==> config.mk <==
export PLATFORM = sky130hd
export DESIGN_NAME = tmds_channel_decoder_flat
export DESIGN_NICKNAME = d
export VERILOG_FILES = /design/src/rtl/tmds_channel_decoder_if.sv /design/src/rtl/tmds_channel_decoder.sv /design/src/flat_wrapper.sv
export SDC_FILE = /design/constraint.sdc
export NUM_CORES = 1
export LEC_CHECK = 0
export ABC_AREA = 1
export CORE_MARGIN = 5
export CORE_UTILIZATION = 50
export DETAILED_ROUTE_END_ITERATION = 8
export GPL_ROUTABILITY_DRIVEN = 0
export PLACE_DENSITY = 0.79
export SETUP_SLACK_MARGIN = 0.4
export SLEW_MARGIN = 20
export SYNTH_ARGS = -nofsm -noshare
export SYNTH_HDL_FRONTEND = slang
export SYNTH_SLANG_ARGS = --single-unit
export TNS_END_PERCENT = 5
==> constraint.sdc <==
create_clock -name clk -period 2.2 [get_ports clk]
set_input_delay 0.33 -clock clk [delete_from_list [all_inputs] [get_ports clk]]
set_output_delay 0.33 -clock clk [all_outputs]
set_load 0.05 [all_outputs]
==> src/rtl/tmds_channel_decoder_if.sv <==
// Serial TMDS input and decoded word outputs of one decoder channel.
// master = stimulus/driver side, slave = decoder side.
interface tmds_channel_decoder_if;
    logic       bit_in;
    logic       bit_valid;
    logic       word_valid;
    logic [7:0] data_out;
    logic [1:0] ctrl_out;
    logic       de;
    logic       is_guard;
    logic       locked;
    logic       lock_lost;

    modport master (
        output bit_in, bit_valid,
        input  word_valid, data_out, ctrl_out, de, is_guard, locked, lock_lost
    );

    modport slave (
        input  bit_in, bit_valid,
        output word_valid, data_out, ctrl_out, de, is_guard, locked, lock_lost
    );
endinterface

==> src/rtl/tmds_channel_decoder.sv <==
// TMDS channel receiver: deserialise, align on control tokens, decode 10b->8b; outputs 1 cycle after completing bit.
// No backpressure: idle bit_valid cycles simply stall all state.
module tmds_channel_decoder #(
    parameter int LOCK_COUNT = 8,
    parameter int MAX_GAP    = 1024
) (
    input  logic                    clk,
    input  logic                    n_rst,
    tmds_channel_decoder_if.slave   bus
);
    localparam int MCW = $clog2(LOCK_COUNT + 1);
    localparam int GW  = $clog2(MAX_GAP + 1);

    typedef enum logic [1:0] {SEARCH, VERIFY, LOCKED} state_t;

    state_t           state, state_n;
    logic [9:0]       win, win_n, win_shift;
    logic [3:0]       phase, phase_n, phase_adv;
    logic [MCW-1:0]   match_cnt, match_n;
    logic [GW-1:0]    gap, gap_n;
    logic             word_valid_r, word_valid_n;
    logic [7:0]       data_r, data_n;
    logic [1:0]       ctrl_r, ctrl_n;
    logic             de_r, de_n;
    logic             guard_r, guard_n;
    logic             locked_r, locked_n;
    logic             lost_r, lost_n;
    logic             is_tok, is_gd, boundary, emit;
    logic [1:0]       tok_ctrl;

    function automatic logic [7:0] decode(input logic [9:0] q);
        logic [7:0] m;
        logic [7:0] d;
        m    = q[9] ? ~q[7:0] : q[7:0];
        d[0] = m[0];
        for (int i = 1; i < 8; i++)
            d[i] = q[8] ? (m[i] ^ m[i-1]) : ~(m[i] ^ m[i-1]);
        return d;
    endfunction

    assign win_shift = {bus.bit_in, win[9:1]};
    assign phase_adv = (phase == 4'd9) ? 4'd0 : phase + 4'd1;
    assign boundary  = (phase_adv == 4'd9);

    always_comb begin
        is_tok   = 1'b1;
        tok_ctrl = 2'b00;
        case (win_shift)
            10'b1101010100: tok_ctrl = 2'b00;
            10'b0010101011: tok_ctrl = 2'b01;
            10'b0101010100: tok_ctrl = 2'b10;
            10'b1010101011: tok_ctrl = 2'b11;
            default:        is_tok   = 1'b0;
        endcase
        is_gd = (win_shift == 10'b1011001100) || (win_shift == 10'b0100110011);
    end

    always_comb begin
        state_n      = state;
        win_n        = win;
        phase_n      = phase;
        match_n      = match_cnt;
        gap_n        = gap;
        word_valid_n = 1'b0;
        lost_n       = 1'b0;
        data_n       = data_r;
        ctrl_n       = ctrl_r;
        de_n         = de_r;
        guard_n      = guard_r;
        locked_n     = locked_r;
        emit         = 1'b0;

        if (bus.bit_valid) begin
            win_n   = win_shift;
            phase_n = phase_adv;
            case (state)
                SEARCH: begin
                    gap_n = '0;
                    if (is_tok) begin
                        // Any token position is taken as a word boundary.
                        phase_n = 4'd9;
                        match_n = MCW'(1);
                        if (LOCK_COUNT <= 1) begin
                            state_n  = LOCKED;
                            locked_n = 1'b1;
                            emit     = 1'b1;
                        end else begin
                            state_n = VERIFY;
                        end
                    end
                end
                VERIFY: begin
                    gap_n = '0;
                    if (boundary) begin
                        if (!is_tok) begin
                            state_n = SEARCH;
                            match_n = '0;
                        end else if (int'(match_cnt) + 1 >= LOCK_COUNT) begin
                            match_n  = MCW'(LOCK_COUNT);
                            state_n  = LOCKED;
                            locked_n = 1'b1;
                            emit     = 1'b1;
                        end else begin
                            match_n = MCW'(int'(match_cnt) + 1);
                        end
                    end
                end
                default: begin
                    if (boundary) begin
                        if (is_tok) begin
                            gap_n = '0;
                            emit  = 1'b1;
                        end else if (int'(gap) + 1 >= MAX_GAP) begin
                            // Too long without a token: alignment is no longer trusted.
                            state_n  = SEARCH;
                            match_n  = '0;
                            gap_n    = '0;
                            locked_n = 1'b0;
                            lost_n   = 1'b1;
                            de_n     = 1'b0;
                            guard_n  = 1'b0;
                        end else begin
                            gap_n = GW'(int'(gap) + 1);
                            emit  = 1'b1;
                        end
                    end
                end
            endcase
        end

        if (emit) begin
            word_valid_n = 1'b1;
            if (is_tok) begin
                de_n    = 1'b0;
                guard_n = 1'b0;
                ctrl_n  = tok_ctrl;
            end else if (is_gd) begin
                de_n    = 1'b0;
                guard_n = 1'b1;
            end else begin
                de_n    = 1'b1;
                guard_n = 1'b0;
                data_n  = decode(win_shift);
            end
        end
    end

    always_ff @(posedge clk) begin
        if (!n_rst) begin
            state        <= SEARCH;
            win          <= '0;
            phase        <= '0;
            match_cnt    <= '0;
            gap          <= '0;
            word_valid_r <= 1'b0;
            data_r       <= '0;
            ctrl_r       <= '0;
            de_r         <= 1'b0;
            guard_r      <= 1'b0;
            locked_r     <= 1'b0;
            lost_r       <= 1'b0;
        end else begin
            state        <= state_n;
            win          <= win_n;
            phase        <= phase_n;
            match_cnt    <= match_n;
            gap          <= gap_n;
            word_valid_r <= word_valid_n;
            data_r       <= data_n;
            ctrl_r       <= ctrl_n;
            de_r         <= de_n;
            guard_r      <= guard_n;
            locked_r     <= locked_n;
            lost_r       <= lost_n;
        end
    end

    assign bus.word_valid = word_valid_r;
    assign bus.data_out   = data_r;
    assign bus.ctrl_out   = ctrl_r;
    assign bus.de         = de_r;
    assign bus.is_guard   = guard_r;
    assign bus.locked     = locked_r;
    assign bus.lock_lost  = lost_r;
endmodule

==> src/flat_wrapper.sv <==
// flat-port wrapper written by rule: the top's interface ports become plain ports
module tmds_channel_decoder_flat 
#(
    parameter int LOCK_COUNT = 8,
    parameter int MAX_GAP    = 1024
)
  (clk, n_rst, bus_bit_in, bus_bit_valid, bus_word_valid, bus_data_out, bus_ctrl_out, bus_de, bus_is_guard, bus_locked, bus_lock_lost);
  tmds_channel_decoder_if bus_i ();
  input  logic clk;
  input  logic n_rst;
  input wire logic [$bits(bus_i.bit_in)-1:0] bus_bit_in;
  input wire logic [$bits(bus_i.bit_valid)-1:0] bus_bit_valid;
  output wire logic [$bits(bus_i.word_valid)-1:0] bus_word_valid;
  output wire logic [$bits(bus_i.data_out)-1:0] bus_data_out;
  output wire logic [$bits(bus_i.ctrl_out)-1:0] bus_ctrl_out;
  output wire logic [$bits(bus_i.de)-1:0] bus_de;
  output wire logic [$bits(bus_i.is_guard)-1:0] bus_is_guard;
  output wire logic [$bits(bus_i.locked)-1:0] bus_locked;
  output wire logic [$bits(bus_i.lock_lost)-1:0] bus_lock_lost;
  assign bus_i.bit_in = bus_bit_in;
  assign bus_i.bit_valid = bus_bit_valid;
  assign bus_word_valid = bus_i.word_valid;
  assign bus_data_out = bus_i.data_out;
  assign bus_ctrl_out = bus_i.ctrl_out;
  assign bus_de = bus_i.de;
  assign bus_is_guard = bus_i.is_guard;
  assign bus_locked = bus_i.locked;
  assign bus_lock_lost = bus_i.lock_lost;
  tmds_channel_decoder #(.LOCK_COUNT(LOCK_COUNT), .MAX_GAP(MAX_GAP)) u_core (.clk(clk), .n_rst(n_rst), .bus(bus_i));
endmodule
==> flow_summary.ini <==
[outcome]
status = completed

[final_layout]
seq_area_um2 = 905
n_antenna_cell = 0
nFillCells = 420
drive_above_1_share_pct = 16.4
post-route-util_pct = 60.3
syn2layout_area_growth_pct = 17.5
layout.nets = 378
postLayoutCellArea_um2 = 2830
multiInputGateArea_um2 = 1340

[yosys]
syn_area_um2 = 2410
synth-seq-area-share_pct = 37.4
async_reset_ff_share_pct = 0
synth_seq_cells = 45
synthesis.nets = 359
synth_edf_count = 0
syn_inst = 352
synth_top_flop_cell = dfxtp_1
syn_area_per_cell_um2 = 6.84
synth_cell_types = 32
yosysWarnings = 0

[routing]
routed_wl_mm = 5.23
vias = 2253
avgViaCountPerCell = 5.29
drtPass1Iterations = 4
postRouteAntennaNets = 0
routedWlPerCell_um = 12.3
remaining_drc_errors = 0
drt_iter0_markers = 219

[global_route]
grt-ovfl-total = 0
grt_antenna_before_repair = 0
grt_max_degree = 24
grt_pass1_vias = 2111
grtUsageTotal_pct = 17.9
grt_pass1_wl_mm = 9.10

[sta]
finalSetupTns_ns = 0
worst_pin_slew_ns = 0.506
finalHoldViolations = 0
clock.fmax_mhz = 559
rsz0062_at_grt = true
min_period_ns = 1.79
finClkSkew_ns = 0.00670
slew_violations = 0
setup_viol = 0
period_share_pct = 81.3
relSlewSlack_pct = 66.2

[critical_path]
required_ns = 1.87
worstReg2RegEnd = u_core.bus.data_out[7]
crit_arrival_ns = 1.46
r2r_setup_slack_ns = 0.45
end_kind = primary output
cpMaxStageDelayCell = clkdlybuf4s50_1
crit_type = register to primary output
crit_chain = clkdlybuf4s50_1
crit_buf_inv = 1
path_max_fanout = 2
cp-start-kind = register
cp_top_family = buffers and inverters
r2r_start = u_core.gap[0]
r2r_cells = 10
cp_slowest_stage_delay_ns = 0.81

[floorplan]
core_area_um2 = 4690
top_level_ports = 19
start_util_pct = 51.3
dieArea_um2 = 6310
die_x_um = 79.4
die_height_um = 79.4
row_count = 25

[clock_network]
cts.clk_slew.worst_paths_ns = 0.09
clock_latency_ns = 0.30
root_buffer = clkbuf_8
clock-sinks = 45
cts_tree = built
cts_buffer_depth = 2
cts_buffers = 5
htreeDepth = 2

[worst_hold_path]
hold_depth = 2
hold_end = u_core.bus.locked
hold_start = u_core.bus.locked
hold_class = register to register

[power_and_ir_drop]
ir_drop_mv = 0.276
power_per_cell_area_nw_per_um2 = 601
power_leakage_nw = 1.16

[place]
io_buffers = 18
place_area_um2 = 2620
detailed_place_hpwl_mm = 3.77

[flow_run]
cap_violations = 0
==> per-layer routing <==
metal	routed length, um	part of all wire [%]	vias up	GRT usage (%)
li1	-	-	1169	-
met3	213	4.1	10	3.95
met5	0	0	-	0
met2	2390	46	46	29.0
met4	106	2.0	0	6.53
met1	2520	48	1028	23.3
==> layout make-up <==
class	instances	area share, %
clock buffer	5	2.43
inverter	43	5.71
sequential	45	32.0
tap	54	2.39
clock inverter	3	2.30
multi-input combinational	254	47.2
timing repair buffer	22	7.96
==> where the power goes <==
part	internal [mW]	switching, mW
logic	0.0422	0.0726
clock network	0.451	0.284
registers	0.829	0.0216
total	1.32	0.379
==> through the flow <==
step / setup slack [ns] / total power, mW / instances / hold WS (ns)
after floorplan: 0.592 / 0.953 / 352 / 0.438
after global placement: 0.301 / 0.978 / 416 / 0.449
after detailed placement: 0.243 / 0.981 / 416 / 0.461
after CTS: 0.360 / 1.71 / 425 / 0.475
after global routing: 0.319 / 1.77 / 426 / 0.504
final: 0.412 / 1.70 / 426 / 0.469
==> cells in the mapped netlist, types with 2 or more instances <==
| library cell | number | area share [%] |
|---|---|---|
| buf_2 | 2 | 0.42 |
| ha_1 | 3 | 1.6 |
| o21ai_0 | 16 | 3.3 |
| nand3_2 | 2 | 0.83 |
| inv_2 | 8 | 1.2 |
| xor2_1 | 8 | 2.9 |
| nand2_1 | 81 | 13 |
| nor3_1 | 10 | 2.1 |
| o21ai_2 | 2 | 0.73 |
| nor2_2 | 6 | 1.6 |
| nand3_1 | 21 | 4.4 |
| nand2_4 | 2 | 0.93 |
| nand2_2 | 7 | 1.8 |
| or2_2 | 6 | 1.6 |
| buf_4 | 2 | 0.62 |
| xnor2_1 | 2 | 0.73 |
| nor2_4 | 3 | 1.4 |
| o21ai_1 | 4 | 0.83 |
| clkbuf_1 | 6 | 0.93 |
| inv_1 | 35 | 5.5 |
| nor2_1 | 37 | 5.8 |
| a21oi_1 | 29 | 6.0 |
| nand4_1 | 7 | 1.8 |
| dfxtp_1 | 45 | 37 |
==> logic make-up after synthesis <==
family,Yosys count,synth area share [%]
flip-flops,45,37.4
buffers and inverters,54,9.14
AO/OA/AOI/OAI,55,12.3
XOR/XNOR,10,3.64
AND/OR/NAND/NOR,185,36.0
adder cells (fa/ha/maj),3,1.56
==> worst max path at each step <==
stage	startpoint	end	slack (ns)	cells after the start
after floorplan	u_core.gap[0]	u_core.bus.data_out[3]	0.59	11
after CTS	u_core.gap[0]	u_core.bus.data_out[3]	0.36	11
final	u_core.bus.data_out[4]	bus_data_out[4]	0.41	1
after global routing	u_core.win[3]	u_core.bus.data_out[3]	0.32	11
after global placement	bus_bit_valid	u_core.gap[0]	0.30	6
after detailed placement	bus_bit_valid	u_core.gap[0]	0.24	6
==> registers in the layout, summed over array words and instances (netlist names) <==
register and cells:
u_core.state 2, u_core.bus.word_valid 1, u_core.bus.locked 1, u_core.bus.ctrl_out 2
u_core.gap 11, u_core.bus.lock_lost 1, u_core.bus.is_guard 1, u_core.bus.data_out 8
u_core.match_cnt 4, u_core.win 9, u_core.bus.de 1, u_core.phase 4
==> placed cells by master, fill, tap and decap left out, types with 2 or more instances in the layout <==
| master | netlist | layout |
|---|---|---|
| a21oi_1 | 29 | 29 |
| buf_4 | 2 | 3 |
| bufinv_16 | 0 | 2 |
| clkbuf_8 | 0 | 5 |
| clkdlybuf4s50_1 | 0 | 17 |
| dfxtp_1 | 45 | 42 |
| dfxtp_2 | 0 | 3 |
| ha_1 | 3 | 2 |
| inv_1 | 35 | 35 |
| inv_2 | 8 | 8 |
| nand2_1 | 81 | 78 |
| nand2_2 | 7 | 10 |
| nand2_4 | 2 | 2 |
| nand3_1 | 21 | 19 |
| nand3_2 | 2 | 4 |
| nand3_4 | 1 | 2 |
| nand4_1 | 7 | 7 |
| nor2_1 | 37 | 36 |
| nor2_2 | 6 | 6 |
| nor2_4 | 3 | 4 |
| nor3_1 | 10 | 10 |
| o21ai_0 | 16 | 16 |
| o21ai_1 | 4 | 3 |
| o21ai_2 | 2 | 3 |
| or2_2 | 6 | 6 |
| xnor2_1 | 2 | 2 |
| xor2_1 | 8 | 8 |
==> timing repair <==
item / CTS / global route
cloned: 1 / 0
pin swaps: 0 / 5
setup endpoints to repair: 11 / 36
endpoints found under the hold margin: 0 / 0
hold buffers: 0 / 0
gates resized for setup: 1 / 13
setup buffers: 0 / 1
(Power assumes the default switching activity.)
